### src/rtl/arithmetic_circuits_full_adder.sv
`default_nettype none
// +------------------------------------------------------------------+
// | Module      : full_adder                                         |
// | Description : Single-bit combinational full adder.               |
// |               s = a ^ b ^ ci, co = majority(a, b, ci).           |
// | Revision    : 1.0 - initial release                              |
// +------------------------------------------------------------------+
module full_adder (
  input  logic a,
  input  logic b,
  input  logic ci,
  output logic s,
  output logic co
);

  // Sum is the odd-parity of the three inputs; carry is their majority.
  always_comb begin
    s  = a ^ b ^ ci;
    co = (a & b) | (a & ci) | (b & ci);
  end

endmodule
`default_nettype wire

### src/rtl/arithmetic_circuits.sv
`default_nettype none
// +------------------------------------------------------------------+
// | Module      : arithmetic_circuits                                |
// | Description : Single-bit full adder exposed combinationally and  |
// |               registered, plus a bit-serial adder whose carry    |
// |               register is seeded from cin when ser_en is low.    |
// | Revision    : 1.0 - initial release                              |
// +------------------------------------------------------------------+
module arithmetic_circuits (
  input  logic clk,
  input  logic rst,
  input  logic x,
  input  logic y,
  input  logic cin,
  input  logic ser_en,
  output logic sum,
  output logic cout,
  output logic sum_q,
  output logic cout_q,
  output logic ser_sum,
  output logic carry_q
);

  logic w_ser_s;
  logic w_ser_co;
  logic sum_d;
  logic cout_d;
  logic ser_sum_d;
  logic ser_sum_q;
  logic carry_d;

  // Combinational adder: depends only on x/y/cin, never on clk, rst or serial state.
  full_adder u_fa_comb (
    .a  (x),
    .b  (y),
    .ci (cin),
    .s  (sum),
    .co (cout)
  );

  // Serial-path adder: same operands but the carry comes from the carry register.
  full_adder u_fa_ser (
    .a  (x),
    .b  (y),
    .ci (carry_q),
    .s  (w_ser_s),
    .co (w_ser_co)
  );

  // Next-state: register the combinational result; serial step or reseed by ser_en.
  always_comb begin
    sum_d     = sum;
    cout_d    = cout;
    ser_sum_d = ser_sum_q;
    carry_d   = cin;
    if (ser_en) begin
      ser_sum_d = w_ser_s;
      carry_d   = w_ser_co;
    end
  end

  // All state, cleared asynchronously; a reset mid-sequence resumes from carry 0.
  always_ff @(posedge clk or posedge rst) begin
    if (rst) begin
      sum_q     <= 1'b0;
      cout_q    <= 1'b0;
      ser_sum_q <= 1'b0;
      carry_q   <= 1'b0;
    end else begin
      sum_q     <= sum_d;
      cout_q    <= cout_d;
      ser_sum_q <= ser_sum_d;
      carry_q   <= carry_d;
    end
  end

  assign ser_sum = ser_sum_q;

endmodule
`default_nettype wire

### config.mk
export PLATFORM = sky130hd
export DESIGN_NAME = arithmetic_circuits
export DESIGN_NICKNAME = d
export VERILOG_FILES = /design/src/rtl/arithmetic_circuits_full_adder.sv /design/src/rtl/arithmetic_circuits.sv
export SDC_FILE = /design/constraint.sdc
export NUM_CORES = 1
export LEC_CHECK = 0
export BUFFER_PORTS_ARGS = -buffer_cell sky130_fd_sc_hd__buf_2
export CORE_AREA = 2 2 39 41
export DETAILED_ROUTE_END_ITERATION = 6
export DIE_AREA = 0 0 41 43
export GPL_TIMING_DRIVEN = 0
export PLACE_DENSITY = 0.41
export SLEW_MARGIN = 30
export SYNTH_ARGS = -nofsm -noshare
export SYNTH_HDL_FRONTEND = slang
export SYNTH_SLANG_ARGS = --single-unit
### constraint.sdc
create_clock -name clk -period 1.2 [get_ports clk]
set_input_delay 0.18 -clock clk [delete_from_list [all_inputs] [get_ports clk]]
set_output_delay 0.18 -clock clk [all_outputs]
set_load 0.02 [all_outputs]
==> run_results.csv, run 1 <==
group,metric,value,unit
run_status,outcome,"finished, violations left",
run_status,violations,"negative setup slack",
finish,final_nets,34,
sta,rsz0062_at_grt,"yes",
sta,maxSlewHeadroom,88.99,%
global_routing,grt_pass1_wl,655,um
logic_synthesis,synth_edf_count,0,
worst_setup_path,worstPathRequired,1.31,ns
worst_setup_path,worstPathCellList,"fa_1, mux2_4",
floorplan,core,0.001384,mm^2
clock_tree,cts_sinks,4,
route,first_iter_violations,0,
global_routing,gr-usage-all-layers,6.061,%
floorplan,die-area,0.001763,mm^2
finish,areaGrowthSynthToFinish,77.44,%
clock_tree,cts_setup_buffers,0,
clock_tree,root_buffer,"clkbuf_4",
clock_tree,cts.htree.levels,1,
finish,antennaDiodeCount,0,
power_and_ir_drop,peakVddDrop,0.0006944,V
logic_synthesis,yosysMostFrequentCell,"dfrtp_1",
worst_setup_path,cp_data_arrival_time,1.35,ns
sta,finalSetupViolations,1,
worst_setup_path,startpoint_type,"flip-flop",
logic_synthesis,ys_warn_count,0,
clock_tree,cts-buffers-inserted,3,
logic_synthesis,synth-seq-area-share,60.15,%
sta,tightest_slew,0.1650,ns
floorplan,io_pins,12,
global_routing,met1_usage,7.213,%
sta,hold_viol,0,
global_routing,use_met2,7.187,%
logic_synthesis,synth_area,166.4,um^2
floorplan,die-height,43,um
place,dpl.cell_count,36,
sta,tns,-0.03733,ns
clock_tree,cts.clk_slew.worst_paths,0.04,ns
route,ant_nets,0,
clock_tree,cts_buffer_depth,2,
logic_synthesis,ys_types,4,
sta,skew,0.005062,ns
logic_synthesis,yosysTopAreaCell,"dfrtp_1",
place,gp_congestion,0.6375,
finish,drive_gt1_share,68.00,%
worst_setup_path,crit_slowest_cell,"fa_1",
floorplan,placementRows,14,
route,viasPerCell,3.073,
worst_setup_path,crit_family,"adder cells",
worst_setup_path,cp_max_fo,2,
sta,clock.fmax,808.2,MHz
worst_setup_path,cp_num_buf_inv,0,
logic_synthesis,synthArstFlopShare,100.0,%
floorplan,initial_utilization,12.03,%
global_routing,antenna_found_initial,0,
worst_setup_path,worst-setup-path-type,"reg2reg",
clock_tree,clk-insertion-delay-late,0.23,ns
logic_synthesis,synth_seq_cells,4,
floorplan,die_w,41,um
worst_setup_path,endpoint_kind,"flip-flop",
sta,final.min_clock_period,1.237,ns
logic_synthesis,synth_area_leaders,"dfrtp_1, fa_1, mux2_2",
power_and_ir_drop,finalPower,0.4743,mW
global_routing,grt_overflow,0,
route,totalWireLength,412,um
logic_synthesis,yosysTopAreaCellShare,60.15,%
hold_path,min_path_type,"in2reg",
global_routing,top_usage_layer,"met1",
route,drc,0,
global_routing,grt_pass1_vias,155,
route,drtPass1Iterations,1,
logic_synthesis,ys.flop_type,"dfrtp_1",
sta,fin_crit_sh,103.1,%
global_routing,grt_max_degree,5,
power_and_ir_drop,p_leak,0.1444,nW
route,vias,126,
global_routing,use_met3,6.283,%
sta,slew_viol_final,0,
logic_synthesis,ys_top_cells_by_count,"dfrtp_1, fa_1, mux2_2",
flow_run,maxCapViolCount,0,
route,wire_per_inst,10.05,um
sta,finalWorstSetupSlack,-0.03733,ns
finish,fin_cells,41,
place,io_buffers,11,
clock_tree,cts_tree,"yes",
worst_setup_path,max_stage_delay,0.44,ns
logic_synthesis,syn_avg_cell_area,18.49,um^2
power_and_ir_drop,power.density,1606,mW/mm^2
logic_synthesis,postSynthNetCount,17,
logic_synthesis,syn_inst,9,
place,pre_cts_ws,-0.03348,ns
==> cell families (layout without fill, tap and decap cells) <==
kind of cell               after synthesis  after routing  synth area share [%]
buffers and inverters                    1             17                 2.253
adders and majority gates                2              2                 24.06
muxes                                    2              2                 13.53
DFF                                      4              4                 60.15
==> per-layer routing <==
| metal | up-vias | share of wire (%) |
|---|---|---|
| met5 | - | 0 |
| met4 | 0 | 0 |
| met3 | 0 | 17 |
| met2 | 12 | 35 |
| met1 | 54 | 48 |
| li1 | 60 | - |
==> report_power, final <==
part           internal [mW]  leakage (nW)  switching [mW]
logic                 0.0575        0.0838          0.0683
registers              0.156        0.0456         0.00827
clock network          0.125        0.0150          0.0596
total                  0.338         0.144           0.136
==> cell usage in the layout (no fill, tap or decap), drive strengths merged <==
cell,instances
dlygate4sd3,1
inv,1
fa,2
mux2,2
clkbuf,4
buf,11
dfrtp,4
==> final timing paths <==
check / from / endpoint / slack [ns] / cells past startpoint
min: cin / carry_q / 0.19 / 2
max: carry_q / ser_sum / -0.04 / 2
min reg2reg: ser_sum / ser_sum / 0.51 / 1
max in group asynchronous: rst / carry_q / 0.66 / 3
max reg2reg: carry_q / ser_sum / -0.04 / 2
min in group asynchronous: rst / cout_q / 0.37 / 3
==> registers in the layout (all words and copies together), names as in the netlist <==
| register | count |
|---|---|
| carry_q | 1 |
| cout_q | 1 |
| ser_sum | 1 |
| sum_q | 1 |
==> repair_timing <==
item | in CTS | in global routing
endpoints found under the hold margin | 4 | 0
hold buffers | 1 | 0
resized for setup | 4 | 0
endpoints found under the setup margin | 2 | 1
pin swaps | 1 | 0
==> layout make-up <==
cell class | count | area [um^2]
Inverter | 1 | 3.754
Sequential cell | 4 | 101.3
Timing Repair Buffer | 12 | 77.57
Fill cell | 156 | 1089
Tap cell | 16 | 20.02
Multi-Input combinational cell | 4 | 66.31
Clock buffer | 4 | 26.28
==> per-stage QoR <==
step           cell area (um^2)  hold WS (ns)  utilization [%]
6_report                  295.3        0.1878            21.34
5_1_grt                   295.3        0.1853            21.34
4_1_cts                   295.3        0.1838            21.34
3_5_place_dp              242.7       0.07399            17.54
3_3_place_gp              242.7       0.06228            17.54
2_1_floorplan             167.7      -0.05399                -
Note: power is estimated with default switching activity, not from simulation.
==> inputs of run 2 (changes only) <==
--- a/config.mk
+++ b/config.mk
@@ -6,11 +6,13 @@
 export NUM_CORES = 1
 export LEC_CHECK = 0
 export BUFFER_PORTS_ARGS = -buffer_cell sky130_fd_sc_hd__buf_2
+export CELL_PAD_IN_SITES_DETAIL_PLACEMENT = 0
+export CELL_PAD_IN_SITES_GLOBAL_PLACEMENT = 2
 export CORE_AREA = 2 2 39 41
 export DETAILED_ROUTE_END_ITERATION = 6
 export DIE_AREA = 0 0 41 43
 export GPL_TIMING_DRIVEN = 0
-export PLACE_DENSITY = 0.41
+export PLACE_DENSITY = 0.54
 export SLEW_MARGIN = 30
 export SYNTH_ARGS = -nofsm -noshare
 export SYNTH_HDL_FRONTEND = slang
==> run 2 against run 1 <==
The run still ends with negative setup slack left. First-iteration DRC count unchanged. Global-route usage decreased by 0.69 points. Combinational power is essentially flat. Hold slack gained 0.022 ns. Highest routed layer unchanged.
==> run_results.csv, run 2 (synthesis gave the netlist of run 1 again) <==
group,metric,value,unit
sta,rsz0062_at_grt,"yes",
power_and_ir_drop,p_clk_share,38.2,%
clock_tree,cts_sinks,4,
sta,tightest_slew,0.1431,ns
finish,final_common_cell,"buf_2",
finish,post-route-util,21.34,%
global_routing,grt_max_degree,5,
finish,areaGrowthSynthToFinish,77.44,%
finish,antennaDiodeCount,0,
global_routing,grt_overflow,0,
route,wire_per_inst,8.756,um
global_routing,antenna_found_initial,0,
global_routing,grt_pass1_wl,552,um
place,pre_cts_ws,-0.02881,ns
finish,regArea,101.3,um^2
sta,skew,0.005205,ns
finish,drive_gt1_share,68.00,%
sta,whs,0.2096,ns
sta,final.min_clock_period,1.229,ns
clock_tree,clk-insertion-delay-late,0.23,ns
sta,finalWorstSetupSlack,-0.02873,ns
sta,hold_viol,0,
worst_setup_path,startpoint_type,"flip-flop",
route,vias,128,
route,totalWireLength,359,um
floorplan,core,0.001384,mm^2
route,ant_nets,0,
worst_setup_path,cp_data_arrival_time,1.34,ns
floorplan,placementRows,14,
clock_tree,cts.clk_slew.worst_paths,0.04,ns
run_status,violations,"negative setup slack",
power_and_ir_drop,finalPower,0.4657,mW
power_and_ir_drop,internal_power,0.3379,mW
floorplan,die-height,43,um
global_routing,gr-usage-all-layers,5.370,%
worst_setup_path,endpoint_kind,"flip-flop",
clock_tree,cts_buffer_depth,2,
floorplan,io_pins,12,
clock_tree,cts-buffers-inserted,3,
route,drtPass1Iterations,1,
run_status,outcome,"finished, violations left",
worst_setup_path,worstPathCellList,"fa_1, mux2_4",
sta,clock.fmax,813.8,MHz
worst_setup_path,crit_slowest_cell,"fa_1",
finish,final_nets,34,
sta,tns,-0.02873,ns
route,drc,0,
floorplan,initial_utilization,12.03,%
sta,slew_viol_final,0,
power_and_ir_drop,peakVddDrop,0.0003360,V
finish,fill_cells,153,
worst_setup_path,worst-setup-path-type,"reg2reg",
power_and_ir_drop,p_seq_share,35.3,%
clock_tree,cts.htree.levels,1,
power_and_ir_drop,power.density,1577,mW/mm^2
route,first_iter_violations,0,
floorplan,die_w,41,um
clock_tree,cts_tree,"yes",
power_and_ir_drop,switching_share,27.46,%
route,viasPerCell,3.122,
worst_setup_path,cp_max_fo,2,
worst_setup_path,worstPathRequired,1.31,ns
sta,maxSlewHeadroom,90.45,%
floorplan,die-area,0.001763,mm^2
global_routing,grt_pass1_vias,147,
sta,finalSetupViolations,1,
clock_tree,cts_setup_buffers,0,
place,io_buffers,11,
place,gp_congestion,0.5985,
clock_tree,root_buffer,"clkbuf_4",
flow_run,maxCapViolCount,0,
power_and_ir_drop,switchingPower,0.1279,mW
sta,fin_crit_sh,102.4,%
power_and_ir_drop,combPwrFrac,26.5,%
hold_path,min_path_type,"in2reg",
finish,final_cell_mix,"buf_2, clkbuf_4, dfrtp_1",
worst_setup_path,max_stage_delay,0.44,ns
finish,multi_input_area,66.31,um^2
power_and_ir_drop,p_leak,0.1444,nW
[run 2: cell counts in the layout (fill, tap and decap cells not counted)]
No cell type changed its count.
[run 2: metal layers]
| layer | GRT usage (%) | vias to the layer above | share of wire [%] |
|---|---|---|---|
| li1 | - | 60 | - |
| met1 | 5.960 | 56 | 46 |
| met2 | 5.313 | 12 | 31 |
| met3 | 4.712 | 0 | 24 |
| met4 | 6.000 | 0 | 0 |
| met5 | 0 | - | 0 |
[run 2: path summary, 6_finish.rpt]
kind | from | endpoint | slack (ns) | cells past startpoint
min in group asynchronous | rst | cout_q | 0.37 | 3
worst min-delay path | cin | carry_q | 0.21 | 2
worst max register to register | carry_q | ser_sum | -0.03 | 2
max in group asynchronous | rst | carry_q | 0.67 | 3
worst max-delay path | carry_q | ser_sum | -0.03 | 2
worst min register to register | ser_sum | ser_sum | 0.51 | 1
[run 2: what timing repair did]
action / CTS / global route
gates resized for setup: 2 / 3
hold endpoints to repair: 4 / 0
hold buffers: 1 / 0
endpoints found under the setup margin: 2 / 2
pin swaps: 1 / 1
[run 2: stage by stage]
stage | std cells | cell area [um^2]
after floorplan | 9 | 167.7
after global placement | 36 | 242.7
after detailed placement | 36 | 242.7
after CTS | 41 | 285.3
after global routing | 41 | 295.3
final | 41 | 295.3
[run 2: cell type report]
cell class	instances	share of cell area (%)
Inverter	1	1.271
Timing Repair Buffer	12	26.27
Clock buffer	4	8.898
Multi-Input combinational cell	4	22.46
Sequential cell	4	34.32
Tap cell	16	6.780
[run 2: critical path: cells and delay by family, from the launching register on]
family     cells  cell delay, ns
flops          1            0.40
mux            1            0.26
fa+ha+maj      1            0.44
[run 2: power by group through the flow]
stage	sequential, mW	combinational [mW]	clock (mW)
2_1_floorplan	0.191	0.0375	0
3_5_place_dp	0.166	0.107	0
3_3_place_gp	0.165	0.104	0
4_1_cts	0.164	0.117	0.190
6_report	0.164	0.124	0.178
5_1_grt	0.166	0.133	0.196
==> inputs of run 3 (changes only) <==
--- a/config.mk
+++ b/config.mk
@@ -9,6 +9,7 @@
 export CELL_PAD_IN_SITES_DETAIL_PLACEMENT = 0
 export CELL_PAD_IN_SITES_GLOBAL_PLACEMENT = 2
 export CORE_AREA = 2 2 39 41
+export CTS_BUF_LIST = sky130_fd_sc_hd__clkbuf_2 sky130_fd_sc_hd__clkbuf_4 sky130_fd_sc_hd__clkbuf_8
 export DETAILED_ROUTE_END_ITERATION = 6
 export DIE_AREA = 0 0 41 43
 export GPL_TIMING_DRIVEN = 0
==> run 3 against run 2 <==
The flow still finishes with violations (negative setup slack). Die area is the same. Clock power grew 15%. Critical path depth unchanged. Final cell count did not move. Clock-buffer cell count did not move. Routed wire length increased by 2.2%.
==> run_results.csv, run 3 (synthesis gave the netlist of run 1 again) <==
group,metric,value,unit
power_and_ir_drop,p_leak,0.1478,nW
finish,drive_gt1_share,72.00,%
floorplan,die-height,43,um
route,drc,0,
clock_tree,cts.clk_slew.worst_paths,0.04,ns
place,dpl.cell_count,36,
sta,clock.fmax,817.6,MHz
power_and_ir_drop,switching_share,26.62,%
clock_tree,cts.htree.levels,1,
floorplan,core,0.001384,mm^2
sta,slew_viol_final,0,
finish,final_cell_mix,"buf_2, clkbuf_4, dfrtp_1",
sta,fin_crit_sh,101.9,%
worst_setup_path,r2r-end,"ser_sum",
sta,maxSlewHeadroom,90.50,%
route,ant_nets,0,
finish,antennaDiodeCount,0,
clock_tree,clk-insertion-delay-late,0.24,ns
sta,tightest_slew,0.1423,ns
finish,post-route-util,21.61,%
floorplan,initial_utilization,12.03,%
sta,finalWorstSetupSlack,-0.02309,ns
route,drtPass1Iterations,1,
power_and_ir_drop,p_clk_share,41.5,%
worst_setup_path,endpoint_kind,"flip-flop",
place,pre_cts_ws,-0.02881,ns
worst_setup_path,cp_data_arrival_time,1.34,ns
clock_tree,cts_sinks,4,
clock_tree,cts-buffers-inserted,3,
clock_tree,root_buffer,"clkbuf_4",
power_and_ir_drop,power.density,1642,mW/mm^2
floorplan,die-area,0.001763,mm^2
clock_tree,cts_buffer_depth,2,
route,totalWireLength,367,um
finish,final_common_cell,"buf_2",
place,io_buffers,11,
floorplan,placementRows,14,
global_routing,gr-usage-all-layers,5.775,%
power_and_ir_drop,peakVddDrop,0.0003384,V
global_routing,grt_pass1_wl,572,um
worst_setup_path,worst-setup-path-type,"reg2reg",
finish,final_nets,34,
global_routing,antenna_found_initial,0,
floorplan,die_w,41,um
run_status,violations,"negative setup slack",
floorplan,io_pins,12,
worst_setup_path,startpoint_type,"flip-flop",
power_and_ir_drop,combPwrFrac,25.1,%
worst_setup_path,r2r_start,"carry_q",
hold_path,worstHoldPathCells,2,
finish,areaGrowthSynthToFinish,79.70,%
global_routing,grt_max_degree,5,
sta,skew,0.006131,ns
power_and_ir_drop,internal_power,0.3604,mW
place,gp_congestion,0.5985,
route,viasPerCell,3.171,
worst_setup_path,worstPathRequired,1.31,ns
worst_setup_path,r2r_cells,2,
hold_path,min_from,"cin",
power_and_ir_drop,p_seq_share,33.4,%
sta,finalSetupViolations,1,
global_routing,grt_overflow,0,
hold_path,min_path_type,"in2reg",
power_and_ir_drop,finalPower,0.4911,mW
flow_run,maxCapViolCount,0,
route,vias,130,
route,wire_per_inst,8.951,um
power_and_ir_drop,switchingPower,0.1308,mW
hold_path,worst_hold_path.endpoint,"carry_q",
sta,hold_viol,0,
worst_setup_path,rrSetupSlack,-0.02,ns
sta,rsz0062_at_grt,"yes",
worst_setup_path,cp_max_fo,2,
route,first_iter_violations,0,
sta,final.min_clock_period,1.223,ns
sta,whs,0.2073,ns
run_status,outcome,"finished, violations left",
clock_tree,cts_setup_buffers,0,
clock_tree,cts_tree,"yes",
global_routing,grt_pass1_vias,151,
finish,fin_cells,41,
-- run 3: cell counts in the layout (fill, tap and decap cells not counted) --
Identical to the previous run, type by type.
-- run 3: worst max-delay path, stage by stage (launching register included) --
cell,delay [ns]
dfrtp_2,0.41
fa_1,0.43
mux2_4,0.26
-- run 3: timing repair --
action / 4_1_cts / 5_1_grt
endpoints found under the hold margin: 4 / 0
pin swaps: 1 / 1
resized for setup: 2 / 3
setup endpoints to repair: 2 / 2
hold buffers: 1 / 0
-- run 3: how the worst max path moves through the flow --
stage / from / endpoint / slack, ns / cells after the start
after global routing: carry_q / ser_sum / -0.05 / 2
after global placement: y / sum / -0.01 / 3
after floorplan: carry_q / ser_sum / -0.04 / 2
after CTS: carry_q / ser_sum / -0.03 / 2
after detailed placement: y / sum / -0.03 / 3
final: carry_q / ser_sum / -0.02 / 2
-- run 3: final cells by class --
class | count | area (um^2)
sequential | 4 | 101.3
clock buffer | 4 | 30.03
inverter | 1 | 3.754
fill | 153 | 1085
multi-input combinational | 4 | 66.31
tap | 16 | 20.02
timing repair buffer | 12 | 77.57
-- run 3: stage by stage --
step | instance area [um^2] | setup TNS [ns]
after CTS | 289.0 | -0.02933
after detailed placement | 242.7 | -0.04530
after global routing | 299.0 | -0.04913
final | 299.0 | -0.02309
after floorplan | 167.7 | -0.03595
after global placement | 242.7 | -0.01480
-- run 3: routing by layer --
layer,GRT usage (%),wire length (um)
met4,8.000,0
met2,5.625,119
met5,0,0
met1,5.960,162
met3,4.712,85
-- run 3: power groups by stage --
stage                     sequential, mW  combinational [mW]  clock, mW
final                              0.164               0.123      0.204
after global routing               0.166               0.133      0.224
after CTS                          0.164               0.117      0.217
after detailed placement           0.166               0.107          0
after global placement             0.165               0.104          0
after floorplan                    0.191              0.0375          0
